<file path="src/rtl/apple2_bus_if.sv">
// Apple II slot-bus bundle: request/response handshake plus the 6502-side bus pins.
// master is the bus host driving the slot; slave is the requester/card-side view.
interface apple2_bus_if;
    logic        req;
    logic        req_we;
    logic [15:0] req_addr;
    logic [7:0]  req_wdata;
    logic        req_ready;
    logic        rsp_valid;
    logic [7:0]  rsp_rdata;
    logic        PHI0;
    logic        PHI1;
    logic [15:0] A;
    logic        nWE;
    logic [7:0]  D_out;
    logic        D_oe;
    logic [7:0]  D_in;
    logic        nDEVSEL;
    logic        nIOSEL;
    logic        nIOSTRB;
    logic        nRESout;

    modport master (
        input  req, req_we, req_addr, req_wdata, D_in,
        output req_ready, rsp_valid, rsp_rdata, PHI0, PHI1, A, nWE,
               D_out, D_oe, nDEVSEL, nIOSEL, nIOSTRB, nRESout
    );

    modport slave (
        output req, req_we, req_addr, req_wdata, D_in,
        input  req_ready, rsp_valid, rsp_rdata, PHI0, PHI1, A, nWE,
               D_out, D_oe, nDEVSEL, nIOSEL, nIOSTRB, nRESout
    );
endinterface

</file>
<file path="src/rtl/apple2_bus_host.sv">
// Apple II motherboard-side bus host: PHI0/PHI1 sequencing, one-slot select decode, single-byte cycles.
// Request accepted in S7 executes in the following bus cycle; response pulses in the S1 after it; requests wait for the S7 window.
module apple2_bus_host #(
    parameter int          SLOT         = 4,
    parameter bit          LONG_CYCLE   = 1'b1,
    parameter int          RESET_CYCLES = 8,
    parameter logic [15:0] IDLE_ADDR    = 16'hFFFF
) (
    input  logic          C7M,
    input  logic          RES,
    apple2_bus_if.master  bus
);
    typedef enum logic [2:0] {S1, S2, S3, S3X, S4, S5, S6, S7} state_t;

    typedef struct packed {
        logic vld;
        logic we;
    } txn_t;

    localparam logic [11:0] DEV_BASE = 12'hC08 + 12'(SLOT);
    localparam logic [7:0]  IO_BASE  = 8'hC0 + 8'(SLOT);
    localparam logic [15:0] RST_LAST = 16'(RESET_CYCLES - 1);

    state_t      st, nxt_st;
    logic [6:0]  cyc;
    logic [15:0] rst_cnt;
    txn_t        cur;
    logic        accept;
    logic        phi0_nxt;
    logic        dwin_nxt;
    logic        dev_hit, io_hit, strb_hit;

    always_ff @(posedge C7M) begin
        if (RES) st <= S1;
        else     st <= nxt_st;
    end

    always_comb begin
        nxt_st = S1;
        case (st)
            S1:      nxt_st = S2;
            S2:      nxt_st = S3;
            S3:      nxt_st = (LONG_CYCLE && cyc == 7'd64) ? S3X : S4;
            S3X:     nxt_st = S4;
            S4:      nxt_st = S5;
            S5:      nxt_st = S6;
            S6:      nxt_st = S7;
            S7:      nxt_st = S1;
            default: nxt_st = S1;
        endcase
    end

    always_comb begin
        accept   = bus.req && bus.req_ready;
        phi0_nxt = nxt_st inside {S4, S5, S6, S7};
        dwin_nxt = nxt_st inside {S5, S6, S7};
        // Decode the address currently on the bus; A only changes on S1 entry.
        dev_hit  = bus.A[15:4]  == DEV_BASE;
        io_hit   = bus.A[15:8]  == IO_BASE;
        strb_hit = bus.A[15:11] == 5'b11001;
    end

    always_ff @(posedge C7M) begin
        if (RES) begin
            cyc           <= 7'd0;
            rst_cnt       <= 16'd0;
            cur           <= '0;
            bus.PHI0      <= 1'b0;
            bus.PHI1      <= 1'b1;
            bus.A         <= IDLE_ADDR;
            bus.nWE       <= 1'b1;
            bus.D_oe      <= 1'b0;
            bus.D_out     <= 8'd0;
            bus.nDEVSEL   <= 1'b1;
            bus.nIOSEL    <= 1'b1;
            bus.nIOSTRB   <= 1'b1;
            bus.req_ready <= 1'b0;
            bus.rsp_valid <= 1'b0;
            bus.rsp_rdata <= 8'd0;
            bus.nRESout   <= 1'b0;
        end else begin
            bus.PHI0      <= phi0_nxt;
            bus.PHI1      <= !phi0_nxt;
            bus.nDEVSEL   <= !(phi0_nxt && dev_hit);
            bus.nIOSEL    <= !(phi0_nxt && io_hit);
            bus.nIOSTRB   <= !(phi0_nxt && strb_hit);
            bus.D_oe      <= dwin_nxt && cur.vld && cur.we;
            bus.req_ready <= (nxt_st == S7) && bus.nRESout;
            bus.rsp_valid <= 1'b0;

            if (st == S7) begin
                cyc           <= (cyc == 7'd64) ? 7'd0 : cyc + 7'd1;
                bus.rsp_valid <= cur.vld;
                if (cur.vld && !cur.we) bus.rsp_rdata <= bus.D_in;
                cur.vld       <= accept;
                cur.we        <= bus.req_we;
                bus.A         <= accept ? bus.req_addr : IDLE_ADDR;
                bus.nWE       <= !(accept && bus.req_we);
                if (accept && bus.req_we) bus.D_out <= bus.req_wdata;
                // Card reset releases on the S1 entry that completes the last idle cycle.
                if (!bus.nRESout) begin
                    if (rst_cnt == RST_LAST) bus.nRESout <= 1'b1;
                    else                     rst_cnt     <= rst_cnt + 16'd1;
                end
            end
        end
    end
endmodule

</file>
<file path="src/flat_wrapper.sv">
// flat-port wrapper written by rule: the top's interface ports become plain ports
module apple2_bus_host_flat 
#(
    parameter int          SLOT         = 4,
    parameter bit          LONG_CYCLE   = 1'b1,
    parameter int          RESET_CYCLES = 8,
    parameter logic [15:0] IDLE_ADDR    = 16'hFFFF
)
  (C7M, RES, bus_req, bus_req_we, bus_req_addr, bus_req_wdata, bus_D_in, bus_req_ready, bus_rsp_valid, bus_rsp_rdata, bus_PHI0, bus_PHI1, bus_A, bus_nWE, bus_D_out, bus_D_oe, bus_nDEVSEL, bus_nIOSEL, bus_nIOSTRB, bus_nRESout);
  apple2_bus_if bus_i ();
  input  logic C7M;
  input  logic RES;
  input wire logic [$bits(bus_i.req)-1:0] bus_req;
  input wire logic [$bits(bus_i.req_we)-1:0] bus_req_we;
  input wire logic [$bits(bus_i.req_addr)-1:0] bus_req_addr;
  input wire logic [$bits(bus_i.req_wdata)-1:0] bus_req_wdata;
  input wire logic [$bits(bus_i.D_in)-1:0] bus_D_in;
  output wire logic [$bits(bus_i.req_ready)-1:0] bus_req_ready;
  output wire logic [$bits(bus_i.rsp_valid)-1:0] bus_rsp_valid;
  output wire logic [$bits(bus_i.rsp_rdata)-1:0] bus_rsp_rdata;
  output wire logic [$bits(bus_i.PHI0)-1:0] bus_PHI0;
  output wire logic [$bits(bus_i.PHI1)-1:0] bus_PHI1;
  output wire logic [$bits(bus_i.A)-1:0] bus_A;
  output wire logic [$bits(bus_i.nWE)-1:0] bus_nWE;
  output wire logic [$bits(bus_i.D_out)-1:0] bus_D_out;
  output wire logic [$bits(bus_i.D_oe)-1:0] bus_D_oe;
  output wire logic [$bits(bus_i.nDEVSEL)-1:0] bus_nDEVSEL;
  output wire logic [$bits(bus_i.nIOSEL)-1:0] bus_nIOSEL;
  output wire logic [$bits(bus_i.nIOSTRB)-1:0] bus_nIOSTRB;
  output wire logic [$bits(bus_i.nRESout)-1:0] bus_nRESout;
  assign bus_i.req = bus_req;
  assign bus_i.req_we = bus_req_we;
  assign bus_i.req_addr = bus_req_addr;
  assign bus_i.req_wdata = bus_req_wdata;
  assign bus_i.D_in = bus_D_in;
  assign bus_req_ready = bus_i.req_ready;
  assign bus_rsp_valid = bus_i.rsp_valid;
  assign bus_rsp_rdata = bus_i.rsp_rdata;
  assign bus_PHI0 = bus_i.PHI0;
  assign bus_PHI1 = bus_i.PHI1;
  assign bus_A = bus_i.A;
  assign bus_nWE = bus_i.nWE;
  assign bus_D_out = bus_i.D_out;
  assign bus_D_oe = bus_i.D_oe;
  assign bus_nDEVSEL = bus_i.nDEVSEL;
  assign bus_nIOSEL = bus_i.nIOSEL;
  assign bus_nIOSTRB = bus_i.nIOSTRB;
  assign bus_nRESout = bus_i.nRESout;
  apple2_bus_host #(.SLOT(SLOT), .LONG_CYCLE(LONG_CYCLE), .RESET_CYCLES(RESET_CYCLES), .IDLE_ADDR(IDLE_ADDR)) u_core (.C7M(C7M), .RES(RES), .bus(bus_i));
endmodule
</file>
<file path="config.mk">
export PLATFORM = sky130hd
export DESIGN_NAME = apple2_bus_host_flat
export DESIGN_NICKNAME = d
export VERILOG_FILES = /design/src/rtl/apple2_bus_if.sv /design/src/rtl/apple2_bus_host.sv /design/src/flat_wrapper.sv
export SDC_FILE = /design/constraint.sdc
export NUM_CORES = 1
export LEC_CHECK = 0
export ABC_AREA = 0
export ABC_CLOCK_PERIOD_IN_PS = 1900
export CORE_ASPECT_RATIO = 1.75
export CORE_MARGIN = 10
export CORE_UTILIZATION = 43
export CTS_CLUSTER_DIAMETER = 30
export DETAILED_ROUTE_END_ITERATION = 8
export PLACE_DENSITY = 0.78
export SETUP_SLACK_MARGIN = 0.02
export SYNTH_ARGS = -nofsm -noshare
export SYNTH_HDL_FRONTEND = slang
export SYNTH_SLANG_ARGS = --single-unit
</file>
<file path="constraint.sdc">
create_clock -name C7M -period 1.9 [get_ports C7M]
set_clock_uncertainty 0.2 [all_clocks]
set_input_delay 0.19 -clock C7M [delete_from_list [all_inputs] [get_ports C7M]]
set_output_delay 0.19 -clock C7M [all_outputs]
set_load 0.05 [all_outputs]
</file>
==> metrics <==
worst slew pin tran about 520 ps; synth top area cells dfxtp_1, nor2_1, nand2_1; simple-gate share of the synthesized area ~27%; die width roughly 80 µm; Setup WS pre-CTS ~12 ps; Fill cells a little under 600; critical path required time between 1500 and 2000 ps; drt wl/cell around 15 µm; Multi-input gate area 1420 µm²; Final Wtd Congestion between 0.8 and 0.9; vias per inst 5.24; Synth top cells by count dfxtp_1, nor2_1, nand2_1; PnR worst setup slack 44.4 ps; WL met3 465 µm; num ports 78; ANT nets after route 0; Crit Path Max Fanout 8; critical path capture point type register; Critical Path, Cell by Cell ha_1 -> nor4b_2 -> and4_4 -> nor4_2 -> mux2_2; CTS Buf Count 9; area grow syn2layout 39.7%; initial antenna violation count 0; Tcrit/Tclk final roughly 98%; Vias between 2000 and 3000; TritonCTS clock tree done; Core Rows 39; Pwr Density about 790 nW/µm²; Syn Area/Cell 8.76 µm²; CTS Buffer Depth 2; logic gate share of total power 5.2%; mux cell area share after synthesis under 10%; Worst path top cell family by delay simple AND/OR/NAND/NOR gates; number of flops mapped to enable cells by yosys 0; Top FF cell, synth dfxtp_1; nets@finish roughly 460; fraction of registers with async set or reset after synthesis 0%; Critical Path Start Type register; Buf/Inv on CP 0; root buf cell clkbuf_16; worst r2r src u_core.rst_cnt[1]$_SDFFE_PP0P_; Yosys reg bits 70; area leader, netlist dfxtp_1; Final Max Slew Viols 0; Synth Net Count 372; post-CTS setup buffer count 0; Reg power frac 46.3%; crit path kind register to register; most frequent cell after synthesis dfxtp_1; Hold/Removal Path Class primary input to register; first-pass GRT wire length between 10000 and 15000 µm; r2r worst-path depth 5; first-pass detailed-route iteration total 4; H-tree depth 3; Pint 2570 µW; Die Ht 129 µm; synthesized area just under 3000 µm²; RSZ-0062 raised after global routing true; DR iter-0 viols about 150; Initial Util ~44%; hold path endpoint u_core.bus.rsp_rdata[1]$_SDFFE_PP0P_; xor and xnor area share after synthesis ~3%; PortBufs between 70 and 80; LEAKAGE roughly 0.0017 µW; GRT Total Usage around 15%; top layer reached by signal wires met4; Peak supply drop 0.000556 V; Synth top area share between 40% and 50%; layout cells sized above 1 between 10% and 20%; Post-DP HPWL roughly 5500 µm; sequential cell area between 1000 and 1500 µm²; outcome completed; Setup violations, final 0; sequential area share after synthesis 48.0%; WHS Path Cells 2; max_slew headroom around two thirds; Synth Area in Adders roughly 1.3%; # diodes 0; sw power about 650 µW; worst r2r dst u_core.rst_cnt[3]$_SDFFE_PP0P_; WL met2 4100 µm; clock-pin slew on the worst setup and hold paths 50 ps; full die area about 11000 µm²; Clock power frac between 40% and 50%; core area about 6600 µm²; Fmax achieved around 540 MHz; total power between 3000 and 4000 µW; hold slack 61.2 ps; Sw Ratio between 20% and 30%; worst-skew pair later-pin latency about 330 ps; final hold violations 0; number of library cell types mapped by synthesis 41; synthesized instance count about 330; vias in the first global route around 2700; # clock sinks 70; yosys warns 0; Worst path slowest cell mux2_2; minimum clock period 1860 ps; complex-gate fraction of the synthesized area a little under an eighth; Hold Startpoint RES; largest net degree at the start of global routing 25; gr ovfl total 0; crit path DAT about 1900 ps; r2r setup slk approximately 44 ps; largest family of logic cells by synthesized area simple AND/OR/NAND/NOR gates; M1 WL between 2000 and 3000 µm; Detailed Route WL ~7600 µm; Max Cap Viol 0; Largest stage delay, worst path between 300 and 400 ps; drt drc 0
## layout by cell type, fill, tap and decap left out, drive strengths merged, types with 4 or more instances in the layout
master          n
a21oi          21
buf            43
clkbuf         16
clkdlybuf4s50  40
dfxtp          70
dlymetal6s2s    8
inv             5
mux2i          10
nand2          35
nand3          11
nand4           8
nor2           45
nor2b           5
nor3           20
nor4            4
o21ai           7
o21bai         17
or3             6
or4             5
xor2            8
## state kept, by name, summed over array words and instances (netlist names), 2 cells and up
register / flops
u_core.st: 3
u_core.cyc: 7
u_core.bus.A: 16
u_core.rst_cnt: 16
u_core.bus.rsp_rdata: 8
u_core.cur: 2
u_core.bus.D_out: 8
## worst max-delay path by stage
stage                                               from                              endpoint  slack [ps]  cells past startpoint
after detailed placement  u_core.rst_cnt[1]$_SDFFE_PP0P_        u_core.rst_cnt[3]$_SDFFE_PP0P_          10                      5
after floorplan           u_core.rst_cnt[0]$_SDFFE_PP0P_        u_core.rst_cnt[3]$_SDFFE_PP0P_          50                      6
after global placement           u_core.st[0]$_SDFF_PP0_  u_core.bus.rsp_rdata[1]$_SDFFE_PP0P_          70                      5
after global routing      u_core.rst_cnt[1]$_SDFFE_PP0P_        u_core.rst_cnt[3]$_SDFFE_PP0P_         -10                      5
final                     u_core.rst_cnt[1]$_SDFFE_PP0P_        u_core.rst_cnt[3]$_SDFFE_PP0P_          40                      5
after CTS                 u_core.rst_cnt[1]$_SDFFE_PP0P_        u_core.rst_cnt[3]$_SDFFE_PP0P_          10                      5
## per-layer routing
layer  vias up  GRT usage, %
li1       1316             -
met4         0          8.75
met2        67          26.3
met1      1237          15.0
met3        15          5.09
met5         -             0
## kinds of logic after synthesis
family / count (synthesis)
fa+ha+maj: 3
simple gates: 158
flops: 70
xor+xnor: 10
mux: 12
buf+inv: 27
compound gates: 53
## what timing repair did
action,in CTS,in global routing
gates resized for setup,4,17
hold buffers,0,0
setup endpoints to repair,5,24
## area by class of cell
type / count / area share (%)
clock buffers: 16 / 6.91
well taps: 82 / 2.52
inverters: 5 / 0.461
repair buffers: 94 / 20.8
flip-flops and latches: 70 / 34.4
multi-input cells: 236 / 34.9
## power by group through the flow
stage / registers, µW / logic (µW) / clock network (µW)
6_report: 1490 / 167 / 1560
2_1_floorplan: 1520 / 62.1 / 0
4_1_cts: 1480 / 168 / 1590
3_3_place_gp: 1520 / 165 / 0
3_5_place_dp: 1520 / 167 / 0
5_1_grt: 1490 / 180 / 1650
## per-stage QoR
stage / utilization [%] / instance area [µm²] / TNS (ps) / std cells
after detailed placement: 56.8 / 3740 / 0 / 487
after global routing: 61.9 / 4080 / -28.8 / 503
after floorplan: - / 2920 / 0 / 333
after global placement: 56.8 / 3740 / 0 / 487
after CTS: 61.0 / 4020 / 0 / 503
final: 61.9 / 4080 / 0 / 503
Power figures use the tool's default switching activity.
